===== config.mk =====
export PLATFORM = sky130hd
export DESIGN_NAME = ex_mem_req_unit_flat
export DESIGN_NICKNAME = d
export VERILOG_FILES = /design/src/rtl/lsu_pkg.sv /design/src/rtl/ex_mem_req_unit_if.sv /design/src/rtl/lsu_lane_align.sv /design/src/rtl/ex_mem_req_unit.sv /design/src/flat_wrapper.sv
export SDC_FILE = /design/constraint.sdc
export NUM_CORES = 1
export LEC_CHECK = 0
export ABC_AREA = 1
export CORE_ASPECT_RATIO = 1.75
export CORE_MARGIN = 3
export CORE_UTILIZATION = 48
export CTS_BUF_LIST = sky130_fd_sc_hd__clkbuf_4
export DETAILED_ROUTE_END_ITERATION = 7
export PLACE_DENSITY = 0.77
export REMOVE_ABC_BUFFERS = 1
export SYNTH_ARGS = -nofsm -noshare
export SYNTH_HDL_FRONTEND = slang
export SYNTH_SLANG_ARGS = --single-unit

===== constraint.sdc =====
create_clock -name clk -period 6.6 [get_ports clk]
set_input_delay 1.32 -clock clk [delete_from_list [all_inputs] [get_ports clk]]
set_output_delay 1.32 -clock clk [all_outputs]
set_load 0.01 [all_outputs]

===== src/rtl/lsu_pkg.sv =====
// Shared encodings and helpers for the EX-stage load/store request engine:
// access sizes, FSM states, base strobe masks and the misalignment test.
package lsu_pkg;

    localparam logic [1:0] SZ_B = 2'd0;
    localparam logic [1:0] SZ_H = 2'd1;
    localparam logic [1:0] SZ_W = 2'd2;
    localparam logic [1:0] SZ_D = 2'd3;

    typedef enum logic [1:0] {
        ST_IDLE   = 2'd0,
        ST_REQ    = 2'd1,
        ST_DONE   = 2'd2,
        ST_CANCEL = 2'd3
    } lsu_state_e;

    // Low address bits that must be zero for a naturally aligned access.
    function automatic logic [2:0] align_mask(input logic [1:0] size);
        case (size)
            SZ_B:    return 3'b000;
            SZ_H:    return 3'b001;
            SZ_W:    return 3'b011;
            default: return 3'b111;
        endcase
    endfunction

    function automatic logic [7:0] base_strb(input logic [1:0] size);
        case (size)
            SZ_B:    return 8'h01;
            SZ_H:    return 8'h03;
            SZ_W:    return 8'h0F;
            default: return 8'hFF;
        endcase
    endfunction

    function automatic logic ale_check(input logic [1:0] size, input logic [2:0] offset);
        return |(offset & align_mask(size));
    endfunction

endpackage


===== src/rtl/ex_mem_req_unit_if.sv =====
// SRAM-like split request/response bus between the EX-stage engine and memory.
interface ex_mem_req_unit_if #(
    parameter int DATA_W = 32,
    parameter int ADDR_W = 32
);
    logic                  req;
    logic                  wr;
    logic [1:0]            size;
    logic [ADDR_W-1:0]     addr;
    logic [DATA_W/8-1:0]   wstrb;
    logic [DATA_W-1:0]     wdata;
    logic                  addr_ok;
    logic                  data_ok;

    modport master (
        output req, wr, size, addr, wstrb, wdata,
        input  addr_ok, data_ok
    );

    modport slave (
        input  req, wr, size, addr, wstrb, wdata,
        output addr_ok, data_ok
    );
endinterface


===== src/rtl/lsu_lane_align.sv =====
// Combinational byte-lane placement: offset, write strobes and replicated store data.
// Without LSU_ALE_CHECK_EN the offset is forced to natural alignment for the size.
module lsu_lane_align
    import lsu_pkg::*;
#(
    parameter int DATA_W = 32,
    localparam int NB    = DATA_W / 8,
    localparam int OFF_W = $clog2(NB)
) (
    input  logic [1:0]        i_size,
    input  logic              i_is_store,
    input  logic [OFF_W-1:0]  i_addr_lo,
    input  logic [DATA_W-1:0] i_wdata,
    output logic [OFF_W-1:0]  o_offset,
    output logic [NB-1:0]     o_wstrb,
    output logic [DATA_W-1:0] o_wdata
);

    logic [2:0]    w_mask;
    logic [NB-1:0] w_base;

    always_comb begin
        w_mask = align_mask(i_size);
        w_base = NB'(base_strb(i_size));
`ifdef LSU_ALE_CHECK_EN
        o_offset = i_addr_lo;
`else
        o_offset = i_addr_lo & ~w_mask[OFF_W-1:0];
`endif
        o_wstrb = i_is_store ? (w_base << o_offset) : '0;
        // Each lane takes the source byte at its position modulo the access size.
        o_wdata = '0;
        for (int i = 0; i < NB; i++) begin
            o_wdata[8*i +: 8] = i_wdata[8*(i & int'(w_mask)) +: 8];
        end
    end

endmodule


===== src/rtl/ex_mem_req_unit.sv =====
// EX-stage load/store request engine: one-entry stage register, split-bus request FSM,
// outstanding/discard tracking across flushes. Optional macro: LSU_ALE_CHECK_EN.
module ex_mem_req_unit
    import lsu_pkg::*;
#(
    parameter int DATA_W          = 32,
    parameter int ADDR_W          = 32,
    parameter int MAX_OUTSTANDING = 2,
    parameter int CNT_W           = 3
) (
    input  logic                        clk,
    input  logic                        reset,
    input  logic                        in_valid,
    output logic                        in_ready,
    input  logic                        in_is_mem,
    input  logic                        in_is_store,
    input  logic [1:0]                  in_size,
    input  logic [ADDR_W-1:0]           in_addr,
    input  logic [DATA_W-1:0]           in_wdata,
    input  logic                        in_excp,
    input  logic                        flush,
    output logic                        out_valid,
    input  logic                        out_ready,
    output logic                        out_excp_ale,
    output logic [$clog2(DATA_W/8)-1:0] out_offset,
    output logic                        out_mem_issued,
    ex_mem_req_unit_if.master           bus,
    output logic                        data_ok_discard,
    output logic [CNT_W-1:0]            outstanding
);

    localparam int NB    = DATA_W / 8;
    localparam int OFF_W = $clog2(NB);
    localparam logic [CNT_W-1:0] MAX_CNT = CNT_W'(MAX_OUTSTANDING);

    lsu_state_e          r_state, w_state_nx;
    logic                r_valid;
    logic                r_is_mem, r_is_store, r_excp;
    logic [1:0]          r_size;
    logic [ADDR_W-1:0]   r_addr;
    logic [DATA_W-1:0]   r_wdata;

    logic                r_bus_wr;
    logic [1:0]          r_bus_size;
    logic [ADDR_W-1:0]   r_bus_addr;
    logic [NB-1:0]       r_bus_wstrb;
    logic [DATA_W-1:0]   r_bus_wdata;

    logic [CNT_W-1:0]    r_outstanding, r_discard;
    logic [CNT_W-1:0]    w_out_nx, w_disc_nx;

    logic [OFF_W-1:0]    w_offset;
    logic [NB-1:0]       w_wstrb;
    logic [DATA_W-1:0]   w_wdata;
    logic                w_ale, w_bypass, w_req, w_accept, w_ready_go;
    logic                w_handoff, w_can_issue, w_issue, w_load;

    lsu_lane_align #(.DATA_W(DATA_W)) u_align (
        .i_size     (r_size),
        .i_is_store (r_is_store),
        .i_addr_lo  (r_addr[OFF_W-1:0]),
        .i_wdata    (r_wdata),
        .o_offset   (w_offset),
        .o_wstrb    (w_wstrb),
        .o_wdata    (w_wdata)
    );

`ifdef LSU_ALE_CHECK_EN
    assign w_ale = r_valid && r_is_mem && ale_check(r_size, 3'(r_addr[OFF_W-1:0]));
`else
    assign w_ale = 1'b0;
`endif

    assign w_bypass    = !r_is_mem || w_ale || r_excp;
    assign w_req       = (r_state == ST_REQ) || (r_state == ST_CANCEL);
    assign w_accept    = w_req && bus.addr_ok;
    // In CANCEL the bus acceptance belongs to the dropped request, never to the stage.
    assign w_ready_go  = w_bypass || (r_state == ST_DONE) || ((r_state == ST_REQ) && bus.addr_ok);
    assign in_ready    = !r_valid || (w_ready_go && out_ready);
    assign out_valid   = r_valid && w_ready_go && !flush;
    assign w_handoff   = out_valid && out_ready;
    assign w_load      = in_valid && in_ready;
    assign w_can_issue = r_outstanding < MAX_CNT;

    assign out_excp_ale   = w_ale;
    assign out_offset     = w_offset;
    assign out_mem_issued = r_valid && !w_bypass;

    assign bus.req   = w_req;
    assign bus.wr    = r_bus_wr;
    assign bus.size  = r_bus_size;
    assign bus.addr  = r_bus_addr;
    assign bus.wstrb = r_bus_wstrb;
    assign bus.wdata = r_bus_wdata;

    always_comb begin
        w_state_nx = r_state;
        w_issue    = 1'b0;
        case (r_state)
            ST_IDLE: begin
                if (!flush && r_valid && !w_bypass && w_can_issue) begin
                    w_state_nx = ST_REQ;
                    w_issue    = 1'b1;
                end
            end
            ST_REQ: begin
                if (flush) begin
                    w_state_nx = bus.addr_ok ? ST_IDLE : ST_CANCEL;
                end else if (bus.addr_ok) begin
                    w_state_nx = out_ready ? ST_IDLE : ST_DONE;
                end
            end
            ST_DONE: begin
                if (flush || out_ready) begin
                    w_state_nx = ST_IDLE;
                end
            end
            ST_CANCEL: begin
                if (bus.addr_ok) begin
                    w_state_nx = ST_IDLE;
                end
            end
            default: w_state_nx = ST_IDLE;
        endcase
    end

    // A flush marks every request still owed a data_ok as discardable, including
    // one accepted this cycle; a data_ok arriving with the flush is discarded directly.
    always_comb begin
        w_out_nx = r_outstanding + CNT_W'(w_accept) - CNT_W'(bus.data_ok);
        if (flush) begin
            w_disc_nx = w_out_nx;
        end else begin
            w_disc_nx = r_discard
                      + CNT_W'((r_state == ST_CANCEL) && bus.addr_ok)
                      - CNT_W'(bus.data_ok && (r_discard != '0));
        end
    end

    assign data_ok_discard = bus.data_ok && (flush || (r_discard != '0));
    assign outstanding     = r_outstanding;

    always_ff @(posedge clk) begin
        if (reset) begin
            r_state       <= ST_IDLE;
            r_valid       <= 1'b0;
            r_outstanding <= '0;
            r_discard     <= '0;
            r_bus_wstrb   <= '0;
        end else begin
            r_state       <= w_state_nx;
            r_outstanding <= w_out_nx;
            r_discard     <= w_disc_nx;
            if (flush) begin
                r_valid <= 1'b0;
            end else if (w_load) begin
                r_valid <= 1'b1;
            end else if (w_handoff) begin
                r_valid <= 1'b0;
            end
            if (w_issue) begin
                r_bus_wstrb <= w_wstrb;
            end
        end
    end

    // Bus fields are captured at issue so they stay stable through REQ/CANCEL.
    always_ff @(posedge clk) begin
        if (w_load) begin
            r_is_mem   <= in_is_mem;
            r_is_store <= in_is_store;
            r_size     <= in_size;
            r_addr     <= in_addr;
            r_wdata    <= in_wdata;
            r_excp     <= in_excp;
        end
        if (w_issue) begin
            r_bus_wr    <= r_is_store;
            r_bus_size  <= r_size;
            r_bus_addr  <= {r_addr[ADDR_W-1:OFF_W], w_offset};
            r_bus_wdata <= w_wdata;
        end
    end

endmodule


===== src/flat_wrapper.sv =====
// flat-port wrapper written by rule: the top's interface ports become plain ports
module ex_mem_req_unit_flat import lsu_pkg::*;
#(
    parameter int DATA_W          = 32,
    parameter int ADDR_W          = 32,
    parameter int MAX_OUTSTANDING = 2,
    parameter int CNT_W           = 3
)
  (clk, reset, in_valid, in_ready, in_is_mem, in_is_store, in_size, in_addr, in_wdata, in_excp, flush, out_valid, out_ready, out_excp_ale, out_offset, out_mem_issued, data_ok_discard, outstanding, bus_req, bus_wr, bus_size, bus_addr, bus_wstrb, bus_wdata, bus_addr_ok, bus_data_ok);
  ex_mem_req_unit_if #(.DATA_W(DATA_W), .ADDR_W(ADDR_W)) bus_i ();
  input  logic clk;
  input  logic reset;
  input  logic in_valid;
  output logic in_ready;
  input  logic in_is_mem;
  input  logic in_is_store;
  input  logic [1:0] in_size;
  input  logic [ADDR_W-1:0] in_addr;
  input  logic [DATA_W-1:0] in_wdata;
  input  logic in_excp;
  input  logic flush;
  output logic out_valid;
  input  logic out_ready;
  output logic out_excp_ale;
  output logic [$clog2(DATA_W/8)-1:0] out_offset;
  output logic out_mem_issued;
  output logic data_ok_discard;
  output logic [CNT_W-1:0] outstanding;
  output wire logic [$bits(bus_i.req)-1:0] bus_req;
  output wire logic [$bits(bus_i.wr)-1:0] bus_wr;
  output wire logic [$bits(bus_i.size)-1:0] bus_size;
  output wire logic [$bits(bus_i.addr)-1:0] bus_addr;
  output wire logic [$bits(bus_i.wstrb)-1:0] bus_wstrb;
  output wire logic [$bits(bus_i.wdata)-1:0] bus_wdata;
  input wire logic [$bits(bus_i.addr_ok)-1:0] bus_addr_ok;
  input wire logic [$bits(bus_i.data_ok)-1:0] bus_data_ok;
  assign bus_req = bus_i.req;
  assign bus_wr = bus_i.wr;
  assign bus_size = bus_i.size;
  assign bus_addr = bus_i.addr;
  assign bus_wstrb = bus_i.wstrb;
  assign bus_wdata = bus_i.wdata;
  assign bus_i.addr_ok = bus_addr_ok;
  assign bus_i.data_ok = bus_data_ok;
  ex_mem_req_unit #(.DATA_W(DATA_W), .ADDR_W(ADDR_W), .MAX_OUTSTANDING(MAX_OUTSTANDING), .CNT_W(CNT_W)) u_core (.clk(clk), .reset(reset), .in_valid(in_valid), .in_ready(in_ready), .in_is_mem(in_is_mem), .in_is_store(in_is_store), .in_size(in_size), .in_addr(in_addr), .in_wdata(in_wdata), .in_excp(in_excp), .flush(flush), .out_valid(out_valid), .out_ready(out_ready), .out_excp_ale(out_excp_ale), .out_offset(out_offset), .out_mem_issued(out_mem_issued), .bus(bus_i), .data_ok_discard(data_ok_discard), .outstanding(outstanding));
endmodule

-- Word-level counts from Yosys, hierarchy flattened
Index checks and enable logic that the tools add are counted.
- register bits: 149
- latch bits: 0
- bits in writable memories: 0
- memory bits (read-only): 0
- output and inout bits: 82
- logic and storage cells: 82
- memories: 0
- add/subtract/negate cells: 4
- multipliers: 0
- divide/modulo/power cells: 0
- $lt $le $gt $ge: 1
- equality and inequality tests: 9
- shifts and indexed selects: 4
- mux-type cells: 16
- bitwise operators: 2
- reductions and logical operators: 31
- operator list (operator ; number):
    indexed part select 32 x 6 -> 8 bit ; 2
    indexed part select 32 x 5 -> 8 bit ; 1
    logical AND 1 bit ; 14
    two-way mux 2 bit ; 7
    case mux 4 bit (3 select lines) ; 1
    case mux 2 bit (4 select lines) ; 1
    logical OR 1 bit ; 7
    adder 3 x 1 -> 3 bit ; 2
    == test 2 bit, second input constant ; 3
    case mux 2 bit (3 select lines) ; 1
    subtractor 3 x 1 -> 3 bit ; 2
    == test 2 x 1 -> 1 bit, second input constant ; 2
    zero test 1 bit ; 4
    zero test 2 bit ; 2
    two-way mux 1 bit ; 4
    two-way mux 4 bit ; 1
    inequality test 2 bit, second input constant ; 2
    AND reduction 4 bit ; 1
    << shifter 4 x 2 -> 4 bit ; 1
    < comparator 3 x 2 -> 1 bit, second input constant ; 1
    two-way mux 3 bit ; 1
    inequality test 3 bit, second input constant ; 1
    nonzero test 3 bit ; 1
    bitwise AND 2 bit ; 1
    4 further kinds ; 4

-- Depth between registers and ports, before layout
- depth after elaboration: 9
- depth in mapped cells: 11

-- Hierarchy
From an unflattened synthesis, not the netlist that was laid out.
- cells, all modules: 355
- area total of the unflattened synthesis: 5401.4 um2
- modules (own cells, without submodules) (module ; instances ; cells each ; area each (um2) ; seq. area each (um2)):
    ex_mem_req_unit ; 1 ; 249 ; 4902.2 ; 4344.2
    lsu_lane_align ; 1 ; 106 ; 499.2 ; 0.0

-- Least setup slack after synthesis
Ideal clock, no wire load.
- path kind: input-to-reg
- from: input bus_addr_ok
- to: register u_core.r_addr[0] (enable)
- data arrival time: 4.889 ns
- data required time: 6.081 ns
- path slack: 1.192 ns
- cell stages on the path: 4
- cells stage by stage: nand3_1 nand3_1 nand2_1 a21oi_1
- cells in the longest elaborated chain, start to end: 5
- RTL lines (element ; RTL line ; text):
    from (decl) ; flat_wrapper.sv:35 ; input wire logic [$bits(bus_i.addr_ok)-1:0] bus_addr_ok;
    logical AND 1 bit ; ex_mem_req_unit.sv:78 ; assign w_ready_go = w_bypass || (r_state == ST_DONE) || ((r_state == ST_REQ) && bus.addr_ok);
    logical OR 1 bit ; ex_mem_req_unit.sv:78 ;
    logical AND 1 bit ; ex_mem_req_unit.sv:79 ; assign in_ready = !r_valid || (w_ready_go && out_ready);
    logical OR 1 bit ; ex_mem_req_unit.sv:79 ;
    logical AND 1 bit ; ex_mem_req_unit.sv:82 ; assign w_load = in_valid && in_ready;
    named net u_core.w_load ; ex_mem_req_unit.sv:56 ; logic w_handoff, w_can_issue, w_issue, w_load;
    to (signal assigned) ; ex_mem_req_unit.sv:173 ; r_addr <= in_addr;
    to (decl) ; ex_mem_req_unit.sv:40 ; logic [ADDR_W-1:0] r_addr;
The timed path passes the listed nets, and every way through them passes these cells.
A chain may end at the register's enable or synchronous reset.

-- Worst setup path in the final report
- from: input flush
- to: output data_ok_discard
- cells in the longest elaborated chain, start to end: 2
- RTL lines (element ; RTL line ; text):
    from (decl) ; flat_wrapper.sv:21 ; input logic flush;
    logical OR 1 bit ; ex_mem_req_unit.sv:140 ; assign data_ok_discard = bus.data_ok && (flush || (r_discard != '0));
    logical AND 1 bit ; ex_mem_req_unit.sv:140 ;
    to (decl) ; flat_wrapper.sv:27 ; output logic data_ok_discard;
Every way passes these cells.

==> results.sh <==
export IMPL_status="complete, no violations"
export IMPL_synth_cells=332
export IMPL_drive_gt1_frac=0.0914
export IMPL_max_freq_ghz=0.244
export IMPL_maxCapViolCount=0
export IMPL_place_inst=609
export IMPL_holdBufCountCts=0
export IMPL_period_minus_slack_ps=4090
export IMPL_p_clk_frac=0.306
export IMPL_syn_avg_cell_area_um2=15.8
export IMPL_crit_arrival_ps=2770
export IMPL_wirelength_um=10300
export IMPL_worstReg2RegEnd="u_core.r_wdata[26]"
export IMPL_tightest_slew_ps=888
export IMPL_critPathKind="input port to output port"
export IMPL_num_rows=49
export IMPL_cts_tree="done"
export IMPL_viasPerCell=4.80
export IMPL_netlist_area_mm2=0.00525
export IMPL_p_seq_frac=0.604
export IMPL_max_slew_margin=0.407
export IMPL_cts_root_buf="clkbuf_4"
export IMPL_pre_cts_slack_ps=2500
export IMPL_comb_power_share=0.090
export IMPL_p_leak_uw=0.00265
export IMPL_die_w_um=85.1
export IMPL_holdPathEnd="u_core.bus.addr[28]"
export IMPL_cts_setup_buffers=0
export IMPL_place_congestion=0.833
export IMPL_finalNetCount=584
export IMPL_ys_top_cells_by_area="edfxtp_1 (78%), dfxtp_1 (5.0%), nand2_1 (4.2%)"
export IMPL_io_pin_count=158
export IMPL_vias=3074
export IMPL_rr_startpoint="u_core.r_state[0]"
export IMPL_synth_distinct_cells=28
export IMPL_postRouteAntennaNets=0
export IMPL_r2r_slack_ps=4080
export IMPL_h_tree_depth=4
export IMPL_ys_ff_latch=149
export IMPL_hold_slack_ps=422
export IMPL_ys_dominant_reg_cell="edfxtp_1"
export IMPL_switching_share=0.245
export IMPL_rsz0062_at_grt="no"
export IMPL_synth_async_reset_ratio=0
export IMPL_critPathSlowestCell="clkdlybuf4s50_1"
export IMPL_grt_pass1_wl_um=15500
export IMPL_hold_path_class="flop to flop"
export IMPL_internal_power_uw=1370
export IMPL_power_uw=1810
export IMPL_hold_violations=0
export IMPL_cp_top_family="buffers and inverters"
export IMPL_fin_ws_ps=2510
export IMPL_path_buf_inv=3
export IMPL_cts_buffer_depth=2
export IMPL_crit_path_max_incr_delay_ps=580
export IMPL_diodes=0
export IMPL_min_period_over_period=0.620
export IMPL_crit_path_end_kind="output port"
export IMPL_tns_ps=0
export IMPL_coreArea_mm2=0.0105
export IMPL_critPathLaunchType="input port"
export IMPL_yosysTopAreaCell="edfxtp_1"
export IMPL_grt_pass1_vias=3207
export IMPL_yosys_cell_count_top_type="edfxtp_1"
export IMPL_syn_to_final_growth_pct=37.8
export IMPL_crit_chain="clkdlybuf4s50_1, inv_1, a31oi_1, clkdlybuf4s50_1"
export IMPL_min_path_cells=0
export IMPL_cts_made_buffers=17
export IMPL_synth_edf_count=136
export IMPL_clk_latency_ps=530
export IMPL_synth_top_area_share=0.778
export IMPL_setup_viol=0
export IMPL_ir_worst_vdd_v=0.000149
export IMPL_clock_skew_ps=19.7
export IMPL_clk_pin_slew_ps=140
export IMPL_r2r_worst_path_cells=5
export IMPL_initial_core_util=0.501
export IMPL_synth_common_cells="edfxtp_1 (136), nand2_1 (59), inv_1 (32), nor2_1 (30), dfxtp_1 (13)"
export IMPL_cts_sinks=149
export IMPL_drtPass1Iterations=5
export IMPL_die_area_mm2=0.0123
export IMPL_maxSlewViolCount=0
export IMPL_route_detailed_drc=0
export IMPL_drtIter0Drc=144
export IMPL_fin_cells=641
export IMPL_wire_per_inst_um=16.0
export IMPL_yosysWarnings=0
export IMPL_ys_seq_area_frac=0.827
export IMPL_min_delay_start="u_core.r_addr[28]"
export IMPL_grt_usage=0.171
export IMPL_post_cts_resize_count=0
export IMPL_io_buffers=156
export IMPL_crit_path_frequent_cell="clkdlybuf4s50_1"
export IMPL_gr_total_overflow=0
export IMPL_powerDensity_mw_per_mm2=250
export IMPL_dp_hpwl_um=7470
export IMPL_cp_required_ps=5280
export IMPL_die_h_um=144
export IMPL_antenna_found_initial=0
export IMPL_p_switching_uw=444
export IMPL_grt_max_degree=72
export IMPL_worstPathMaxFanout=7
-- final cells by class --
type	instances	area (um2)
well taps	127	159
flip-flops and latches	149	4340
clock buffers	17	128
repair buffers	158	1580
fillers	717	3250
multi-input cells	140	732
inverters	35	134
clock inverters	15	164
-- stage by stage --
step	util	instance area (um2)
2_1_floorplan	-	5200
3_3_place_gp	0.662	6950
3_5_place_dp	0.662	6950
4_1_cts	0.690	7240
5_1_grt	0.690	7240
6_report	0.690	7240
-- power by group through the flow --
stage	Combinational, uW	Clock, uW	Sequential (uW)
final	163	553	1090
after CTS	165	571	1090
after global routing	182	607	1100
after detailed placement	164	0	1120
after floorplan	73.0	0	1120
after global placement	157	0	1110
-- worst register-to-register path, delay by kind of cell (launching register included) --
family | cells | cell delay [ps]
AO/OA/AOI/OAI | 1 | 720
buffers and inverters | 1 | 620
flip-flops | 1 | 500
AND/OR/NAND/NOR | 3 | 330
-- placed cells by master (no fill, tap or decap), types with 2 or more instances in the layout --
cell / Yosys / final
clkdlybuf4s50_1: 0 / 156
edfxtp_1: 136 / 136
nand2_1: 59 / 59
inv_1: 32 / 32
nor2_1: 30 / 30
clkbuf_4: 0 / 17
dfxtp_1: 13 / 13
o21ai_0: 11 / 11
nand3_1: 6 / 6
a21oi_1: 7 / 6
inv_6: 0 / 6
a31oi_1: 5 / 5
ha_1: 5 / 5
o21ai_2: 4 / 4
clkinv_4: 0 / 4
inv_2: 2 / 2
a211oi_1: 2 / 2
fa_1: 2 / 2
inv_8: 0 / 2
buf_4: 1 / 2
-- cell families after synthesis --
family,share of synthesized area
buffers and inverters,0.0355
other,0.000714
AND/OR/NAND/NOR,0.0810
adder cells (fa/ha/maj),0.0195
AO/OA/AOI/OAI,0.0326
flip-flops,0.827
XOR/XNOR,0.00334
-- state kept, by name, indices dropped and copies added, names as in the netlist --
| name | cells |
|---|---|
| u_core.r_excp | 1 |
| u_core.r_addr | 32 |
| u_core.r_state | 2 |
| u_core.outstanding | 3 |
| u_core.r_valid | 1 |
| u_core.r_discard | 3 |
| u_core.bus.wr | 1 |
| u_core.r_is_store | 1 |
| u_core.bus.addr | 32 |
| u_core.bus.wstrb | 4 |
| u_core.bus.size | 2 |
| u_core.bus.wdata | 32 |
| u_core.r_wdata | 32 |
| u_core.r_size | 2 |
| u_core.r_is_mem | 1 |
-- metal layers --
metal,GRT usage,up-vias,share of wire
met5,0,-,0
met2,0.310,130,0.56
met3,0.0678,15,0.079
li1,-,1500,-
met1,0.173,1429,0.34
met4,0.0684,0,0.017
-- worst max path at each step --
stage                start          endpoint  slack, ps  cells past startpoint
5_1_grt              flush   data_ok_discard       2420                      4
2_1_floorplan  bus_addr_ok  u_core.r_addr[0]       1180                      4
4_1_cts              flush   data_ok_discard       2500                      4
6_report             flush   data_ok_discard       2510                      4
3_3_place_gp         flush   data_ok_discard       2530                      4
3_5_place_dp         flush   data_ok_discard       2500                      4
(Power assumes the default switching activity.)
